### src/rtl/uart_cmd_pkg.sv
// Shared constants, TX state encoding and helpers for the UART command controller.
package uart_cmd_pkg;

  // Command bytes are stored in lower case; decode folds the input first.
  localparam logic [7:0] CMD_RUN  = 8'h72;  // 'r'
  localparam logic [7:0] CMD_CLR  = 8'h63;  // 'c'
  localparam logic [7:0] CMD_MODE = 8'h6D;  // 'm'
  localparam logic [7:0] CHR_NAK  = 8'h3F;  // '?'
  localparam logic [7:0] CHR_CR   = 8'h0D;
  localparam logic [7:0] CHR_LF   = 8'h0A;

  // Cycles WAIT_BUSY tolerates tx_busy staying low before giving up on the frame.
  localparam int TX_TIMEOUT = 4;

  typedef enum logic [1:0] {
    IDLE      = 2'd0,
    START     = 2'd1,
    WAIT_BUSY = 2'd2,
    WAIT_DONE = 2'd3
  } tx_state_t;

  // Fold ASCII 'A'..'Z' onto 'a'..'z'; every other byte passes through.
  function automatic logic [7:0] to_lower(input logic [7:0] b);
    if (b >= 8'h41 && b <= 8'h5A) begin
      return b | 8'h20;
    end
    return b;
  endfunction

endpackage

### src/rtl/uart_cmd_ctrl_fifo.sv
// Small synchronous FIFO holding echo bytes waiting for the UART transmitter.
// The head is presented combinationally so the TX FSM can latch it directly.
module cmd_echo_fifo #(
  parameter int WIDTH = 8,
  parameter int DEPTH = 4
) (
  input  logic             clk,
  input  logic             rst,
  input  logic             push,
  input  logic             pop,
  input  logic [WIDTH-1:0] din,
  output logic [WIDTH-1:0] dout,
  output logic             full,
  output logic             empty
);

  localparam int AW = $clog2(DEPTH);
  localparam logic [AW:0] FULL_CNT = (AW+1)'(DEPTH);

  logic [WIDTH-1:0] mem_reg [DEPTH];
  logic [AW-1:0]    wr_ptr_reg;
  logic [AW-1:0]    rd_ptr_reg;
  logic [AW:0]      count_reg;
  logic             do_push;
  logic             do_pop;

  // A pop frees the head slot in the same cycle, so a push into a full FIFO is
  // accepted when it coincides with a pop.
  assign do_pop  = pop && !empty;
  assign do_push = push && (!full || do_pop);

  assign full  = (count_reg == FULL_CNT);
  assign empty = (count_reg == '0);
  assign dout  = mem_reg[rd_ptr_reg];

  // Storage write; contents need no reset because count_reg gates visibility.
  always_ff @(posedge clk) begin
    if (do_push) begin
      mem_reg[wr_ptr_reg] <= din;
    end
  end

  // Pointer and occupancy bookkeeping.
  always_ff @(posedge clk) begin
    if (rst) begin
      wr_ptr_reg <= '0;
      rd_ptr_reg <= '0;
      count_reg  <= '0;
    end else begin
      if (do_push) wr_ptr_reg <= wr_ptr_reg + 1'b1;
      if (do_pop)  rd_ptr_reg <= rd_ptr_reg + 1'b1;
      case ({do_push, do_pop})
        2'b10:   count_reg <= count_reg + 1'b1;
        2'b01:   count_reg <= count_reg - 1'b1;
        default: count_reg <= count_reg;
      endcase
    end
  end

endmodule

### src/rtl/uart_cmd_ctrl.sv
// Decodes UART command bytes into counter controls and queues echo/ack bytes
// for the UART transmitter through a small FIFO and a handshake FSM.
module uart_cmd_ctrl
  import uart_cmd_pkg::*;
#(
  parameter bit ECHO_EN    = 1'b1,
  parameter int FIFO_DEPTH = 4
) (
  input  logic       clk,
  input  logic       rst,
  input  logic [7:0] rx_data,
  input  logic       rx_done,
  input  logic       tx_busy,
  output logic       tx_start,
  output logic [7:0] tx_data,
  output logic       o_enable,
  output logic       o_clear,
  output logic       o_mode,
  output logic       o_err
);

  logic [7:0] cmd_lc;
  logic       is_run, is_clr, is_mode, is_ign, is_known;
  logic       needs_echo, overflow;
  logic [7:0] echo_byte;
  logic       fifo_push, fifo_pop, fifo_full, fifo_empty;
  logic [7:0] fifo_dout;

  logic       enable_reg, mode_reg, clear_reg, err_reg;
  logic       tx_start_reg;
  logic [7:0] tx_data_reg;
  tx_state_t  state_reg, state_next;
  logic [1:0] wait_cnt_reg, wait_cnt_next;

  // Command classification of the byte on rx_data.
  always_comb begin
    cmd_lc     = to_lower(rx_data);
    is_run     = (cmd_lc == CMD_RUN);
    is_clr     = (cmd_lc == CMD_CLR);
    is_mode    = (cmd_lc == CMD_MODE);
    is_ign     = (rx_data == CHR_CR) || (rx_data == CHR_LF);
    is_known   = is_run || is_clr || is_mode;
    needs_echo = ECHO_EN && rx_done && !is_ign;
    echo_byte  = is_known ? rx_data : CHR_NAK;
  end

  // Pop happens in START; a full FIFO only drops the push when no pop frees a slot.
  assign fifo_pop  = (state_reg == START);
  assign overflow  = needs_echo && fifo_full && !fifo_pop;
  assign fifo_push = needs_echo && !rst;

  cmd_echo_fifo #(
    .WIDTH (8),
    .DEPTH (FIFO_DEPTH)
  ) u_fifo (
    .clk   (clk),
    .rst   (rst),
    .push  (fifo_push),
    .pop   (fifo_pop),
    .din   (echo_byte),
    .dout  (fifo_dout),
    .full  (fifo_full),
    .empty (fifo_empty)
  );

  // Registered decode: level toggles and one-cycle pulses land the cycle after rx_done.
  always_ff @(posedge clk) begin
    if (rst) begin
      enable_reg <= 1'b0;
      mode_reg   <= 1'b0;
      clear_reg  <= 1'b0;
      err_reg    <= 1'b0;
    end else begin
      clear_reg <= rx_done && is_clr;
      err_reg   <= (rx_done && !is_known && !is_ign) || overflow;
      if (rx_done && is_run)  enable_reg <= ~enable_reg;
      if (rx_done && is_mode) mode_reg   <= ~mode_reg;
    end
  end

  // TX handshake next-state logic with a bounded wait for tx_busy to rise.
  always_comb begin
    state_next    = state_reg;
    wait_cnt_next = wait_cnt_reg;
    case (state_reg)
      IDLE: begin
        wait_cnt_next = '0;
        if (ECHO_EN && !fifo_empty && !tx_busy) state_next = START;
      end
      START: begin
        wait_cnt_next = '0;
        state_next    = WAIT_BUSY;
      end
      WAIT_BUSY: begin
        if (tx_busy) begin
          state_next = WAIT_DONE;
        end else if (wait_cnt_reg == 2'(TX_TIMEOUT - 1)) begin
          state_next = IDLE;
        end else begin
          wait_cnt_next = wait_cnt_reg + 1'b1;
        end
      end
      WAIT_DONE: begin
        if (!tx_busy) state_next = IDLE;
      end
      default: state_next = IDLE;
    endcase
  end

  // TX state register; start pulse and head byte are registered on entry to START.
  always_ff @(posedge clk) begin
    if (rst) begin
      state_reg    <= IDLE;
      wait_cnt_reg <= '0;
      tx_start_reg <= 1'b0;
      tx_data_reg  <= 8'h00;
    end else begin
      state_reg    <= state_next;
      wait_cnt_reg <= wait_cnt_next;
      tx_start_reg <= (state_next == START);
      if (state_next == START && state_reg == IDLE) tx_data_reg <= fifo_dout;
    end
  end

  assign o_enable = enable_reg;
  assign o_mode   = mode_reg;
  assign o_clear  = clear_reg;
  assign o_err    = err_reg;
  assign tx_start = tx_start_reg;
  assign tx_data  = tx_data_reg;

endmodule

### config.mk
export PLATFORM = sky130hd
export DESIGN_NAME = uart_cmd_ctrl
export DESIGN_NICKNAME = d
export VERILOG_FILES = /design/src/rtl/uart_cmd_pkg.sv /design/src/rtl/uart_cmd_ctrl_fifo.sv /design/src/rtl/uart_cmd_ctrl.sv
export SDC_FILE = /design/constraint.sdc
export NUM_CORES = 1
export LEC_CHECK = 0
export ABC_CLOCK_PERIOD_IN_PS = 4800
export CORE_ASPECT_RATIO = 1.2
export CORE_MARGIN = 2
export CORE_UTILIZATION = 50
export CTS_CLUSTER_DIAMETER = 30
export CTS_CLUSTER_SIZE = 25
export DETAILED_ROUTE_END_ITERATION = 12
export PLACE_DENSITY = 0.72
export SYNTH_ARGS = -nofsm -noshare
export SYNTH_HDL_FRONTEND = slang
export SYNTH_SLANG_ARGS = --single-unit
### constraint.sdc
create_clock -name clk -period 4.8 [get_ports clk]
set_input_delay 0.48 -clock clk [delete_from_list [all_inputs] [get_ports clk]]
set_output_delay 0.48 -clock clk [all_outputs]
set_load 0.005 [all_outputs]
==> results_dict.tcl <==
set metrics [dict create \
    finalClockSkew_ns 0.0141 \
    final_net_count 230 \
    rrSetupSlack_ns 2.42 \
    synth.distinct_cells 41 \
    drt_wl_total_mm 4.08 \
    finalPower_mw 0.910 \
    grt.total_usage_pct 18.0 \
    grt_pass1_wl_mm 6.98 \
    tightest_slew_ns 0.638 \
    yosys_register_bits 56 \
    ys_async_sr_fraction_pct 0 \
    peakVddDrop_v 0.000193 \
    ys_top_cells_by_count "edfxtp_1 (32), dfxtp_1 (24), nand2_1 (20)" \
    drive_gt1_share_pct 11.8 \
    maxSlewHeadroom_pct 57.4 \
    syn_avg_cell_area_sq_um 13.0 \
    cp-end-kind "flop" \
    cts_setup_buffers 0 \
    cp_max_fo 22 \
    vias 1486 \
    drc_errors 0 \
    viasPerCell 5.50 \
    rr_startpoint "state_reg[1]" \
    grt_max_degree 23 \
    multi_input_area_sq_um 872 \
    cp.depth 12 \
    hold_viol_final 0 \
    critPathArrivalTime_ns 3.01 \
    cts_max_level 2 \
    cts_resized 0 \
    clk_path_buf_depth 2 \
    cts_tree "done" \
    ys_warn_count 0 \
    antenna_found_initial 0 \
    post-route-cell-area_sq_um 2770 \
    crit_chain "clkdlybuf4s50_1, buf_4, nand2b_1, a31o_2, nor2_1, inv_1, ha_1, inv_1, fa_1, xor2_1, or3_2, a21oi_1" \
    path_clk_slew_ns 0.10 \
    cp_common_cell "inv_1" \
    grt_pass1_vias 1503 \
    design.core.area_sq_um 4560 \
    cts.sinks 56 \
    rows 27 \
    outcome "complete, no violations" \
    hpwlAfterDp_mm 2.99 \
    start_kind "primary input" \
    power_density_nw_per_um2 328 \
    hold_buffers 0 \
    antenna_left 0 \
    cpPeakStageDelay_ns 0.46 \
    cp-endpoint "u_fifo.count_reg[2]" \
    synthCells 181 \
    first_iter_violations 92 \
    hp-class "flop to flop" \
    crit_slowest_cell "clkdlybuf4s50_1" \
    ys.flop_type "edfxtp_1" \
    drt_pass1_iterations 4 \
    ios 25 \
    nFillCells 380 \
    rsz0062_at_grt "false" \
    yosysMostFrequentCell "edfxtp_1" \
    synth_top_area_share_pct 40.7 \
    setup_viol 0 \
    die_area_sq_um 5290 \
    port_buffers 24 \
    cts_buffers 5 \
    gp_congestion 0.897 \
    syn-cell-area_sq_um 2360 \
    maxCapViolations 0 \
    seq_area_frac_synth_pct 61.1 \
    place_area_sq_um 2660 \
    largest_reg_flops 32 \
    synth_top_area_cell "edfxtp_1" \
    r2r_end "u_fifo.count_reg[2]" \
    cts-root-buf "clkbuf_8" \
    slew_viol_final 0 \
    die_x_microns 66.7 \
    rr_worst_depth 10 \
    required_ns 5.04 \
    diodes 0 \
    post-route-period-util_pct 57.6 \
    p_leak_nw 0.972 \
    holdWs_ns 0.469 \
    synth.top_cells.by_area "edfxtp_1 (41%), dfxtp_1 (20%), mux4_2 (7.6%), ha_1 (3.2%), nand2_1 (3.2%)" \
    die_height_microns 79.3 \
    crit_family "buffers and inverters" \
    critPathKind "primary input to flop" \
    period_minus_slack_ns 2.77 \
    final-seq-area_sq_um 1440 \
    gr-total-overflow 0 \
    syn2layout_area_growth_pct 17.4 \
    cp-startpoint "rst" \
    worstHoldStart "tx_data[0]" \
    synth_edf_count 32 \
    floorplan.initialDensity_pct 51.7 \
    detail_route.wl_per_cell_microns 15.1 \
    fmax_mhz 362 \
    insertion_delay_ns 0.31 \
    setup_tns_ns 0 \
    timing.critical_path.buf_inv 4 \
]
==> logic make-up (layout without fill, tap and decap cells) <==
logic type | count (synthesis) | in the layout | synth area share [%]
AOI/OAI and AO/OA | 23 | 23 | 5.78
xor gates and xnor gates | 8 | 8 | 2.97
adders and majority gates | 7 | 7 | 4.03
buffers and inverters | 12 | 40 | 2.44
DFF | 56 | 56 | 61.1
muxes | 9 | 9 | 8.06
other | 1 | 4 | 0.159
and+or+nand+nor | 65 | 65 | 15.5
==> area by class of cell <==
type                            count  share of cell area (%)
Sequential cell                    56                    52.0
Multi-Input combinational cell    116                    31.5
Timing Repair Buffer               25                    8.94
Tap cell                           58                    2.62
Clock buffer                        5                    2.48
Clock inverter                      3                    1.53
Inverter                            7                   0.948
==> power by group <==
part / internal, mW / switching (mW)
registers: 0.520 / 0.0106
clock network: 0.155 / 0.147
logic: 0.0387 / 0.0398
==> per-layer routing <==
layer | wire, microns | global-route usage, % | vias up
met5 | 0 | 0 | -
met4 | 104 | 7.76 | 0
met3 | 219 | 4.82 | 7
met2 | 2220 | 33.1 | 45
met1 | 1530 | 18.8 | 725
li1 | - | - | 709
==> worst reg2reg max path: cells and delay by family, from the launching register on <==
family	cells	cell delay, ns
AOI/OAI and AO/OA	2	0.33
DFF	1	0.45
and+or+nand+nor	3	0.70
buffers and inverters	2	0.11
xor gates and xnor gates	1	0.16
adders and majority gates	2	0.55
==> cell usage in the layout (no fill, tap or decap), types with 2 or more instances in the layout <==
master,count
a21oi_1,13
nand2b_1,4
inv_1,7
nor2_1,14
nor3_1,2
nor4_1,2
and3_1,4
xor2_1,5
dfxtp_1,24
and3b_1,2
nand2_1,20
xnor2_1,3
nand3_1,5
edfxtp_1,32
conb_1,4
ha_1,6
nor3b_1,2
clkdlybuf4s50_1,24
o21ai_0,3
clkbuf_8,5
mux4_2,8
and4bb_2,2
==> worst min path at each step <==
stage | cells past startpoint | end | slack [ns]
global placement | 2 | tx_data[6] | 0.44
floorplan | 2 | tx_data[0] | 0.45
CTS | 2 | tx_data[4] | 0.47
finish | 2 | tx_data[0] | 0.47
detailed placement | 2 | tx_data[4] | 0.46
global route | 2 | tx_data[1] | 0.50
==> metrics by stage <==
stage / std cells / util (%) / setup slack, ns
floorplan: 184 / - / 2.38
global route: 270 / 60.8 / 1.82
global placement: 262 / 58.3 / 1.81
detailed placement: 262 / 58.3 / 1.72
CTS: 270 / 60.8 / 2.04
finish: 270 / 60.8 / 2.03
No activity file was read; power rests on OpenSTA's default activity.
